$ cat config.mk
export PLATFORM = sky130hd
export DESIGN_NAME = chipscope_probe_sched
export DESIGN_NICKNAME = d
export VERILOG_FILES = /design/src/rtl/chipscope_probe_sched.sv
export SDC_FILE = /design/constraint.sdc
export NUM_CORES = 1
export LEC_CHECK = 0
export BUFFER_PORTS_ARGS = -buffer_cell sky130_fd_sc_hd__buf_2
export CORE_ASPECT_RATIO = 1.5
export CORE_MARGIN = 2
export CORE_UTILIZATION = 53
export DETAILED_ROUTE_END_ITERATION = 7
export MAX_ROUTING_LAYER = met4
export PLACE_DENSITY = 0.91
export SLEW_MARGIN = 20
export SYNTH_ARGS = -nofsm -noshare
export SYNTH_HDL_FRONTEND = slang
export SYNTH_SLANG_ARGS = --single-unit
$ cat constraint.sdc
create_clock -name CLK -period 7.8 [get_ports CLK]
set_clock_uncertainty 0.15 [all_clocks]
set_input_delay 1.17 -clock CLK [delete_from_list [all_inputs] [get_ports CLK]]
set_output_delay 1.17 -clock CLK [all_outputs]
set_load 0.01 [all_outputs]
$ cat src/rtl/chipscope_probe_sched.sv
// chipscope_probe_sched
// Multiplexes NUM_SRC probe groups onto one ILA trigger port. Commands come
// from an asynchronous VIO output word through a 2-flop synchroniser plus a
// stability stage. A command is accepted when the synchronised word has been
// steady for two cycles and its toggle bit differs from the last acknowledged
// toggle. Supports static select and timed round-robin scanning.
module chipscope_probe_sched #(
    parameter int unsigned NUM_SRC = 4,
    parameter int unsigned PROBE_W = 48,
    parameter int unsigned SEL_W   = 2
) (
    input  logic                       CLK,
    input  logic                       RST_N,
    input  logic [31:0]                vio_cmd,
    output logic [31:0]                vio_status,
    input  logic [NUM_SRC*PROBE_W-1:0] probe_in,
    output logic [PROBE_W-1:0]         ila_trig,
    output logic [SEL_W-1:0]           ila_sel,
    output logic                       ila_switch
);

    typedef enum logic {
        ST_IDLE,
        ST_SCAN
    } state_t;

    localparam logic [3:0] OP_SELECT = 4'd1;
    localparam logic [3:0] OP_SCAN   = 4'd2;
    localparam logic [3:0] OP_STOP   = 4'd3;
    localparam logic [3:0] OP_CLEAR  = 4'd4;

    localparam logic [SEL_W-1:0] SEL_LAST = SEL_W'(NUM_SRC - 1);

    // Synchroniser and stability stages
    logic [31:0] s1_q, s2_q, s3_q;

    // Control state
    state_t            state_q, state_d;
    logic [SEL_W-1:0]  sel_q, sel_d;
    logic              ack_q, ack_d;
    logic              err_q, err_d;
    logic [7:0]        cnt_q, cnt_d;
    logic [15:0]       dwell_q, dwell_d;
    logic [15:0]       dwell_cnt_q, dwell_cnt_d;
    logic [31:0]       status_q, status_d;

    // Datapath pipeline
    logic [SEL_W-1:0]   sel_dly_q;
    logic [PROBE_W-1:0] trig_q, trig_d;
    logic [SEL_W-1:0]   ila_sel_q;
    logic               switch_q;

    // Decoded command fields
    logic              accept;
    logic [3:0]        opcode;
    logic [15:0]       arg;
    logic [15:0]       arg_dwell;
    logic              arg_ok;
    logic [31:0]       sel_ext;

    assign opcode    = s2_q[27:24];
    assign arg       = s2_q[15:0];
    assign accept    = (s2_q == s3_q) && (s2_q[31] != ack_q);
    assign arg_dwell = (arg == 16'd0) ? 16'd1 : arg;
    assign arg_ok    = ({16'd0, arg} < 32'(NUM_SRC));

    // Bring the async command word into the CLK domain and keep a stable copy
    always_ff @(posedge CLK or negedge RST_N) begin
        if (!RST_N) begin
            s1_q <= '0;
            s2_q <= '0;
            s3_q <= '0;
        end else begin
            s1_q <= vio_cmd;
            s2_q <= s1_q;
            s3_q <= s2_q;
        end
    end

    // Control and status registers
    always_ff @(posedge CLK or negedge RST_N) begin
        if (!RST_N) begin
            state_q     <= ST_IDLE;
            sel_q       <= '0;
            ack_q       <= 1'b0;
            err_q       <= 1'b0;
            cnt_q       <= '0;
            dwell_q     <= '0;
            dwell_cnt_q <= '0;
            status_q    <= '0;
        end else begin
            state_q     <= state_d;
            sel_q       <= sel_d;
            ack_q       <= ack_d;
            err_q       <= err_d;
            cnt_q       <= cnt_d;
            dwell_q     <= dwell_d;
            dwell_cnt_q <= dwell_cnt_d;
            status_q    <= status_d;
        end
    end

    // Next-state: scan timer first, then an accepted command overrides it
    always_comb begin
        state_d     = state_q;
        sel_d       = sel_q;
        ack_d       = ack_q;
        err_d       = err_q;
        cnt_d       = cnt_q;
        dwell_d     = dwell_q;
        dwell_cnt_d = dwell_cnt_q;

        if (state_q == ST_SCAN) begin
            if (dwell_cnt_q == 16'd1) begin
                // An accept on the expiry cycle suppresses the advance and
                // leaves the timer parked unless the command reloads it.
                if (!accept) begin
                    dwell_cnt_d = dwell_q;
                    sel_d       = (sel_q == SEL_LAST) ? '0 : sel_q + SEL_W'(1);
                end
            end else begin
                dwell_cnt_d = dwell_cnt_q - 16'd1;
            end
        end

        if (accept) begin
            ack_d = s2_q[31];
            cnt_d = cnt_q + 8'd1;
            case (opcode)
                OP_SELECT: begin
                    if (arg_ok) begin
                        sel_d   = SEL_W'(arg);
                        state_d = ST_IDLE;
                    end else begin
                        err_d = 1'b1;
                    end
                end
                OP_SCAN: begin
                    state_d     = ST_SCAN;
                    dwell_d     = arg_dwell;
                    dwell_cnt_d = arg_dwell;
                end
                OP_STOP: begin
                    state_d = ST_IDLE;
                end
                OP_CLEAR: begin
                    err_d = 1'b0;
                    cnt_d = '0;
                end
                default: begin
                end
            endcase
        end
    end

    // Status word built from next-state so it updates with the registers
    always_comb begin
        sel_ext  = 32'(sel_d);
        status_d = {ack_d, (state_d == ST_SCAN), err_d, 5'd0,
                    cnt_d, 8'd0, sel_ext[7:0]};
    end

    // Probe group mux for the current selection
    always_comb begin
        trig_d = '0;
        for (int unsigned i = 0; i < NUM_SRC; i++) begin
            if (sel_q == SEL_W'(i)) begin
                trig_d = probe_in[i*PROBE_W +: PROBE_W];
            end
        end
    end

    // Output pipeline: trigger, index and switch pulse aligned one cycle after sel
    always_ff @(posedge CLK or negedge RST_N) begin
        if (!RST_N) begin
            sel_dly_q <= '0;
            trig_q    <= '0;
            ila_sel_q <= '0;
            switch_q  <= 1'b0;
        end else begin
            sel_dly_q <= sel_q;
            trig_q    <= trig_d;
            ila_sel_q <= sel_q;
            switch_q  <= (sel_q != sel_dly_q);
        end
    end

    assign vio_status = status_q;
    assign ila_trig   = trig_q;
    assign ila_sel    = ila_sel_q;
    assign ila_switch = switch_q;

endmodule

==> results of run 1 <==
final cells by class:
cell class,count,area (um2),area share [%]
Antenna cell,2,5.00,0.0482
Clock buffer,17,425,4.10
Clock inverter,15,129,1.24
Inverter,6,22.5,0.217
Multi-Input combinational cell,563,3240,31.2
Sequential cell,192,4800,46.3
Tap cell,203,254,2.45
Timing Repair Buffer,293,1510,14.5
layout by cell type (no fill, tap or decap), types with 2 or more instances in the layout:
master,synthesis,routed
or3_1,3,3
inv_6,0,5
mux2_1,4,4
nand2_1,109,109
clkinv_2,0,2
nand2b_1,4,4
clkinvlp_4,0,4
a31oi_1,11,11
nor2_1,79,79
and4_1,3,3
xnor2_1,4,4
ha_2,0,2
nand3_1,11,11
o21ai_1,5,5
conb_1,1,19
buf_2,7,288
nor4_2,2,2
or4_1,3,3
a22oi_1,48,48
nor3_1,11,11
xor2_1,37,37
nor3b_1,2,2
a21oi_1,57,57
inv_1,6,6
clkbuf_16,0,17
nand4_1,6,6
o31ai_1,12,12
diode_2,0,2
nor4b_1,2,2
ha_1,7,4
clkinv_4,0,2
buf_4,22,3
nor4_4,3,3
o21ai_0,69,69
and3_1,8,8
dfrtp_1,192,192
nor4_1,14,14
a22o_1,3,3
state kept, by name, summed over array words and instances, names as in the netlist:
name and count:
cnt_q 7, dwell_cnt_q 16, dwell_q 16, ila_sel 2, ila_switch 1, ila_trig 48
s1_q 32, s2_q 32, s3_q 32, sel_q 1, vio_status 5
where the power goes:
| group | leakage (uW) | switching (uW) | internal [uW] |
|---|---|---|---|
| combinational | 0.00255 | 90.3 | 71.5 |
| clock | 0.000262 | 403 | 417 |
| sequential | 0.00235 | 22.3 | 1030 |
kinds of logic (layout without fill, tap and decap cells):
group,Yosys count,count (layout),synth area share [%]
other cells,1,21,0.0450
xor+xnor,41,41,4.31
flops,192,192,57.7
mux,5,5,0.676
fa+ha+maj,7,7,1.05
simple gates,273,273,15.8
buf+inv,76,331,4.61
compound gates,218,218,15.9
per-stage QoR:
stage	area [um2]	util, %	setup WS (ns)	cells
detailed placement	9800	63.3	4.53	1256
global route	10400	67.0	4.43	1290
floorplan	8400	-	5.30	831
CTS	10300	66.8	4.50	1288
global placement	9800	63.3	4.60	1256
finish	10400	67.0	4.62	1291
worst paths after layout:
check,to,cells after the start,slack (ns),from
hold reg to reg,s2_q[23]$_DFF_PN0_,0,0.20,s1_q[23]$_DFF_PN0_
setup / recovery,dwell_cnt_q[15]$_DFF_PN0_,6,4.62,s2_q[11]$_DFF_PN0_
hold / removal,s2_q[23]$_DFF_PN0_,0,0.20,s1_q[23]$_DFF_PN0_
max in group asynchronous,s1_q[30]$_DFF_PN0_,2,5.25,RST_N
setup reg to reg,dwell_cnt_q[15]$_DFF_PN0_,6,4.62,s2_q[11]$_DFF_PN0_
min in group asynchronous,cnt_q[6]$_DFFE_PN0N_,1,0.72,RST_N
routing by layer:
metal  vias to the layer above  wire length (um)  GRT usage [%]
met2                       434             12400           48.0
li1                       3326                 -              -
met1                      3483              9630           38.6
met5                         -                 0              -
met3                        71              2240           6.83
met4                         0               830           11.5
critical path, delay by kind of cell, from the launching register on:
family / cells / cell delay (ns)
AO/OA/AOI/OAI: 2 / 0.63
AND/OR/NAND/NOR: 3 / 1.67
flip-flops: 1 / 0.43
XOR/XNOR: 1 / 0.17
==> results.md, run 1 <==
* Status: completed
* Crit-path max FO at 25
* Largest net degree at the start of global routing at approximately 120
* Area delta synth->final at 24.6%
* Synth cell count leaders: dfrtp_1, nand2_1, nor2_1
* Most common cell in the netlist: dfrtp_1
* CTS max path bufs at 2
* TritonCTS Buffers at 17
* Ys Warns at 0
* Rel. slew slack at about a quarter
* Yosys cell types at 60
* FF+latch count, synth at ~190
* Gate Count Post-Synth at 813
* Post-route DRC at 0
* Power Dens Cells at 196 nW/um2
* Tcrit/Tclk final at about two fifths
* Hold WC Path Type: flop to flop
* Synthesized area at between 8000 and 9000 um2
* Starting density of the core at roughly 54%
* Slew Viols, Final at 0
* Largest stage delay, worst path at between 0.7 and 0.8 ns
* Slowest CP cell: nand3_1
* Sequential share of the synthesized area at around 58%
* Worst Tran Pin Value at between 1 and 1.5 ns
* Crit path cell chain: xor2_1 > nor4_1 > and3_1 > nand3_1 > a311oi_1 > o31ai_1
* Core Area at roughly 15,000 um2
* Routed WL at 25,000 um
* Setup violators final at 0
* Max_cap viols at 0
* Nets at ~1,300
* Die height at about 160 um
* Filler instances at ~1,200
* CTS tree: done
* Final Power at 2040 uW
* Post-route antenna net violation count at 0
* Routed vias/inst at roughly 5.7
* Hold Violations, Final at 0
* Avg Inst Size Synth at 10.2 um2
* Number of global-route vias before repair at 6,882
* Die W at 106 um
* Hold WS at roughly 0.2 ns
* Synth area leader: dfrtp_1
* CTS H-tree lvls at 4
* Total track usage at 30.4%
* Die Area at approximately 17,000 um2
* Prevailing post-synth register cell: dfrtp_1
* CTS Hold Buffers Added at 0
* Antenna violations before repair at 1
* Worst Path Arrival at between 3 and 4 ns
* Post-CTS Setup Inserts at 0
* Vias post-DR at roughly 7,300
* GP Congestion at slightly below 1
* Clock Sinks at around 190
* Avg WL per Cell at 19.4 um
* Worst-Skew Late Latency at about 0.43 ns
* Startpoint types: flop
* Ys async rst share at 100%
* Post-synth EDFFs at 0
* Critical path class: flop to flop
* Post-CTS sizing at 0
* Final min period at about 3.2 ns
* Synth area leaders: dfrtp_1, nand2_1, a22oi_1
* Worst setup EP type: flop
* Max Fclk at ~310 MHz
* Detail Placement HPWL at approximately 18,000 um
* Worst path required time at approximately 8.0 ns
* Setup TNS at 0 ns
* I/O pins at 309
* Unrepaired setup endpoints after global routing: no
* Row cnt at 56
* Post-synth top area share at slightly below 60%
* IO buf count at roughly 290
* Pleak at 0.00516 uW
* First-pass GRT wire length at between 30,000 and 40,000 um
* Layout cell share with drive strength beyond 1 at between 30% and 40%
* VDD IR-drop max at 102 uV
* Worst-path clk slew at about 0.07 ns
* GRT overflow at 0
* Clk root buf: clkbuf_16
* Drt pass-1 iters at 5
* DRT iter0 DRCs at around 620
Note: power is estimated with default switching activity, not from simulation.
==> run 2, diff against run 1 <==
Settings changed: CORE_UTILIZATION 53 to 50, PLACE_DENSITY 0.91 to 0.87.
Clock period 7.8 ns to 3.3 ns, I/O delays scaled along.
==> run 2 against run 1 <==
  * Utilization is 2.1 points lower
  * Sequential cell count did not move
  * Global-route usage decreased by 0.32 points
==> results.md, run 2 (synthesis results as in run 1) <==
* Commonest cells after routing, fill and taps aside: buf_2, dfrtp_1, nand2_1
* Layout cell share with drive strength beyond 1 at approximately a third
* IO buf count at about 290
* Clock Sinks at ~190
* Top cell by count, worst path: mux2_1
* Largest stage delay, worst path at roughly 0.60 ns
* Clk root buf: clkbuf_16
* Status: completed
* GR Util met1 at 36.6%
* Worst Path Arrival at about 3 ns
* Slew Viols, Final at 0
* Avg WL per Cell at between 15 and 20 um
* Number of global-route vias before repair at slightly above 7,000
* Unrepaired setup endpoints after global routing: no
* Worst path required time at ~3.5 ns
* Pre-CTS setup slack at around 0.54 ns
* CTS Hold Buffers Added at 1
* I/O pins at 309
* Core Area at around 16,000 um2
* Post-route DRC at 0
* Rel. slew slack at between 40% and 50%
* Nets at around 1,300
* Total track usage at 30.1%
* Worst setup EP type: flop
* Die Area at approximately 18,000 um2
* Crit path cell chain: or4_1 > nor2_2 > nand4_2 > a311oi_2 > mux2_1 > mux2_1
* Row cnt at 57
* Tcrit/Tclk final at 86.2%
* Starting density of the core at just over 50%
* First-pass GRT wire length at roughly 38,000 um
* Final min period at 2.84 ns
* Worst-Skew Late Latency at ~0.43 ns
* Detail Placement HPWL at between 15,000 and 20,000 um
* Post-CTS sizing at 0
* Hold WC Path Type: input port to flop
* Max Fclk at between 300 and 400 MHz
* Hold depth at 1
* Antenna violations before repair at 2
* Number of flip-flops under the largest register name at between 40 and 50
* GR Util met3 at approximately 8.8%
* Power Dens Cells at 471 nW/um2
* CTS tree: done
* Drt pass-1 iters at 6
* CTS H-tree lvls at 4
* Final Power at between 4000 and 5000 uW
* Crit-path max FO at 7
* TritonCTS Buffers at 17
* Worst-path clk slew at about 0.07 ns
* Setup TNS at 0 ns
* GRT overflow at 0
* Slowest CP cell: or4_1
* Routed WL at 25,400 um
* Final std cells w/o fill at roughly 1,300
* Die W at 109 um
* Critical path class: flop to flop
* Met2 usage at 46.4%
* Post-route antenna net violation count at 0
* Commonest non-fill, non-tap cell in the layout: buf_2
* CTS max path bufs at 2
* Routed vias/inst at ~5.6
* Area delta synth->final at 26.7%
* GP Congestion at ~1.0
* Vias post-DR at 7,329
* Hold Violations, Final at 0
* Pleak at between 0.005 and 0.006 uW
* GRT Max-Usage Layer: met2
* Setup violators final at 0
* VDD IR-drop max at ~350 uV
* Post-CTS Setup Inserts at 0
* Worst Tran Pin Value at slightly above 0.8 ns
* Setup ws final at around 0.46 ns
* Startpoint types: flop
* Max_cap viols at 0
* Die height at approximately 160 um
* DP Cell Count at about 1,300
* Largest net degree at the start of global routing at between 70 and 80
* Worst reg2reg path depth at 6
* DRT iter0 DRCs at 532
## run 2: changes by cell type in the layout (fill, tap and decap cells not counted), sizes merged
cell and delta:
buf +15, bufinv +3, clkbuf +1, clkinvlp -3, dlygate4sd3 +1, inv -3
## run 2: worst max-delay path, delay by kind of cell, from the launching register on
family | cells | cell delay [ns]
and+or+nand+nor | 3 | 0.99
muxes | 2 | 0.67
AOI/OAI and AO/OA | 1 | 0.46
DFF | 1 | 0.45
## run 2: worst paths after layout
kind                                                from                       to  slack, ns
worst max register to register  dwell_cnt_q[7]$_DFF_PN0_  vio_status[1]$_DFF_PN0_       0.46
worst max-delay path            dwell_cnt_q[7]$_DFF_PN0_  vio_status[1]$_DFF_PN0_       0.46
max in group asynchronous                          RST_N       s1_q[24]$_DFF_PN0_       1.61
worst min register to register         s1_q[5]$_DFF_PN0_        s2_q[5]$_DFF_PN0_       0.20
min in group asynchronous                          RST_N     cnt_q[4]$_DFFE_PN0N_       0.47
worst min-delay path                         vio_cmd[29]       s1_q[29]$_DFF_PN0_       0.02
## run 2: cell type report
type / instances / area (um2)
fillers: 1296 / 5700
clock inverters: 12 / 159
clock buffers: 18 / 439
multi-input cells: 563 / 3240
flip-flops and latches: 192 / 4800
inverters: 6 / 22.5
well taps: 206 / 258
repair buffers: 309 / 1630
diodes: 2 / 5.00
## run 2: per-layer routing
| metal | part of all wire [%] | vias to the layer above |
|---|---|---|
| met1 | 38 | 3510 |
| met3 | 9.0 | 85 |
| met4 | 4.2 | 0 |
| li1 | - | 3358 |
| met2 | 49 | 376 |
| met5 | 0 | - |
## run 2: where the power goes
| group | internal, uW | switching (uW) |
|---|---|---|
| clock | 1210 | 879 |
| combinational | 176 | 219 |
| sequential | 2440 | 48.8 |
## run 2: metrics by stage
stage               area [um2]  utilization, %  hold WS, ns
floorplan                 8400               -       0.0494
global placement          9940            61.2        0.181
detailed placement        9940            61.2        0.185
CTS                      10600            64.9      0.00456
global route             10600            64.9      0.00388
finish                   10600            64.9       0.0207
==> run 3, diff against run 2 <==
Settings changed: CELL_PAD_IN_SITES_DETAIL_PLACEMENT from default to 0, CELL_PAD_IN_SITES_GLOBAL_PLACEMENT from default to 1, CORE_UTILIZATION 50 to 37, PLACE_DENSITY 0.87 to 0.86.
==> run 3 against run 2 <==
  * Power down 0.24%
  * Utilization down 17 points
  * Clock power about the same
  * Final cell count up 6.0%
  * First-iteration DRC count down 30%
  * Worst setup slack better by 0.094 ns
  * Hold slack better by 0.0024 ns
  * Routed wire length down 1.8%
  * Critical path depth unchanged
==> results.md, run 3 (synthesis results as in run 1) <==
* Final min period at ~2.7 ns
* Placement Cell Area at between 10,000 and 15,000 um2
* Vias post-DR at around 7,100
* CTS max path bufs at 2
* Drt pass-1 iters at 6
* Power Dens Cells at between 400 and 500 nW/um2
* Worst setup EP type: flop
* Worst reg2reg path depth at 6
* Slowest CP cell: or4_1
* Post-route DRC at 0
* Top cell by count, worst path: mux2_1
* IO buf count at a little under 300
* Largest stage delay, worst path at 0.58 ns
* Detail Placement HPWL at about 19,000 um
* TritonCTS Buffers at 17
* Row cnt at 67
* VDD IR-drop max at between 300 and 400 uV
* R2R Path End: sel_q[0]$_DFF_PN0_
* Post-CTS Setup Inserts at 0
* Commonest cells after routing, fill and taps aside: buf_2, dfrtp_1, nand2_1
* Worst Tran Pin Value at roughly 0.86 ns
* Hold Violations, Final at 0
* Area delta synth->final at 28.2%
* Post-CTS sizing at 0
* Hold_sp: vio_cmd[23]
* Slew Viols, Final at 0
* Startpoint types: flop
* I/O pins at approximately 310
* Worst Path Buf+Inv at 0
* Status: completed
* Worst path required time at 3.45 ns
* Hold WC Path Type: input port to flop
* Routed wl met2 at 12,600 um
* Crit path cell chain: or4_1 > nor2_2 > nand4_2 > a311oi_2 > mux2_1 > mux2_1
* Core Area at approximately 22,000 um2
* Post-route antenna net violation count at 0
* Number of flip-flops under the largest register name at 48
* R2r startpoint: dwell_cnt_q[7]$_DFF_PN0_
* Unrepaired setup endpoints after global routing: no
* Worst-Skew Late Latency at about 0.43 ns
* Die W at approximately 130 um
* Starting density of the core at between 30 and 40%
* Antenna violations before repair at 8
* Total track usage at a little over a fifth
* Critical path's top delay family: simple AND/OR/NAND/NOR gates
* DRT iter0 DRCs at approximately 370
* Hold path endpoint: s1_q[23]$_DFF_PN0_
* Rel. slew slack at 42.1%
* Max_cap viols at 0
* Routed WL at between 20,000 and 25,000 um
* GP Congestion at roughly 0.92
* Metal-1 WL at slightly below 10,000 um
* Routed vias/inst at 5.09
* Clock Sinks at ~190
* Pleak at roughly 0.0053 uW
* Max layer used: met4
* GRT overflow at 0
* CTS tree: done
* Hold depth at 1
* Reg2reg setup slack at between 0.5 and 0.6 ns
* Finished Cell Area at between 10,000 and 15,000 um2
* Avg WL per Cell at 18.0 um
* Number of global-route vias before repair at 7,124
* Worst-path clk slew at 0.07 ns
* Largest net degree at the start of global routing at between 90 and 100
* Crit-path max FO at 7
* Die height at 188 um
* Critical path class: flop to flop
* Clk root buf: clkbuf_16
* Commonest non-fill, non-tap cell in the layout: buf_2
* Worst Path Arrival at around 2.9 ns
* Layout cell share with drive strength beyond 1 at about a third
* Setup violators final at 0
* CTS H-tree lvls at 4
* Die Area at 23,800 um2
* First-pass GRT wire length at ~38,000 um
* Max Fclk at approximately 360 MHz
* Tcrit/Tclk final at 83.3%
* Nets at ~1,300
* Met3 wire len at about 1600 um
* Setup TNS at 0 ns
run 3: worst max path at each step:
stage                     cells past startpoint              endpoint  slack, ns                startpoint
after global routing                          7  cnt_q[6]$_DFFE_PN0N_       0.31         s2_q[7]$_DFF_PN0_
after detailed placement                      6    sel_q[0]$_DFF_PN0_       0.59  dwell_cnt_q[7]$_DFF_PN0_
final                                         6    sel_q[0]$_DFF_PN0_       0.55  dwell_cnt_q[7]$_DFF_PN0_
after global placement                        6    sel_q[0]$_DFF_PN0_       0.65  dwell_cnt_q[7]$_DFF_PN0_
after floorplan                               6    sel_q[0]$_DFF_PN0_       0.80  dwell_cnt_q[7]$_DFF_PN0_
after CTS                                     6    sel_q[0]$_DFF_PN0_       0.57  dwell_cnt_q[7]$_DFF_PN0_
run 3: through the flow:
step	power [uW]	hold WS, ns	instances	worst slack, ns	util, %
global route	5170	0.00191	1387	0.308	48.1
floorplan	2670	0.0494	831	0.800	-
detailed placement	2920	0.185	1343	0.593	45.1
finish	4960	0.0231	1387	0.551	48.1
CTS	5030	0.000267	1379	0.569	48.0
global placement	2920	0.182	1343	0.651	45.1
run 3: power by group:
group          switching (uW)  total (uW)  internal [uW]
logic                     213         392            179
registers                45.6        2490           2440
clock network             891        2090           1190
run 3: area by class of cell:
| class | count | area, um2 |
|---|---|---|
| sequential | 192 | 4800 |
| inverter | 6 | 22.5 |
| antenna | 8 | 20.0 |
| tap | 276 | 345 |
| clock inverter | 12 | 159 |
| timing repair buffer | 312 | 1670 |
| clock buffer | 18 | 429 |
| fill | 2106 | 11500 |
| multi-input combinational | 563 | 3240 |
run 3: repair_timing:
item | in CTS | in global routing
endpoints found under the setup margin | 0 | 0
hold endpoints to repair | 83 | 0
hold buffers | 6 | 0
run 3: routing by layer:
metal / vias to the layer above / GRT usage, %
li1: 3376 / -
met1: 3336 / 24.8
met2: 290 / 34.9
met3: 56 / 4.82
met4: 0 / 11.5
met5: - / -
run 3: worst reg2reg max path, cell delays in order, from the launching register on:
cell      delay [ns]
dfrtp_1         0.44
or4_1           0.58
nor2_2          0.16
nand4_2         0.21
a311oi_2        0.44
mux2_1          0.36
mux2_1          0.29
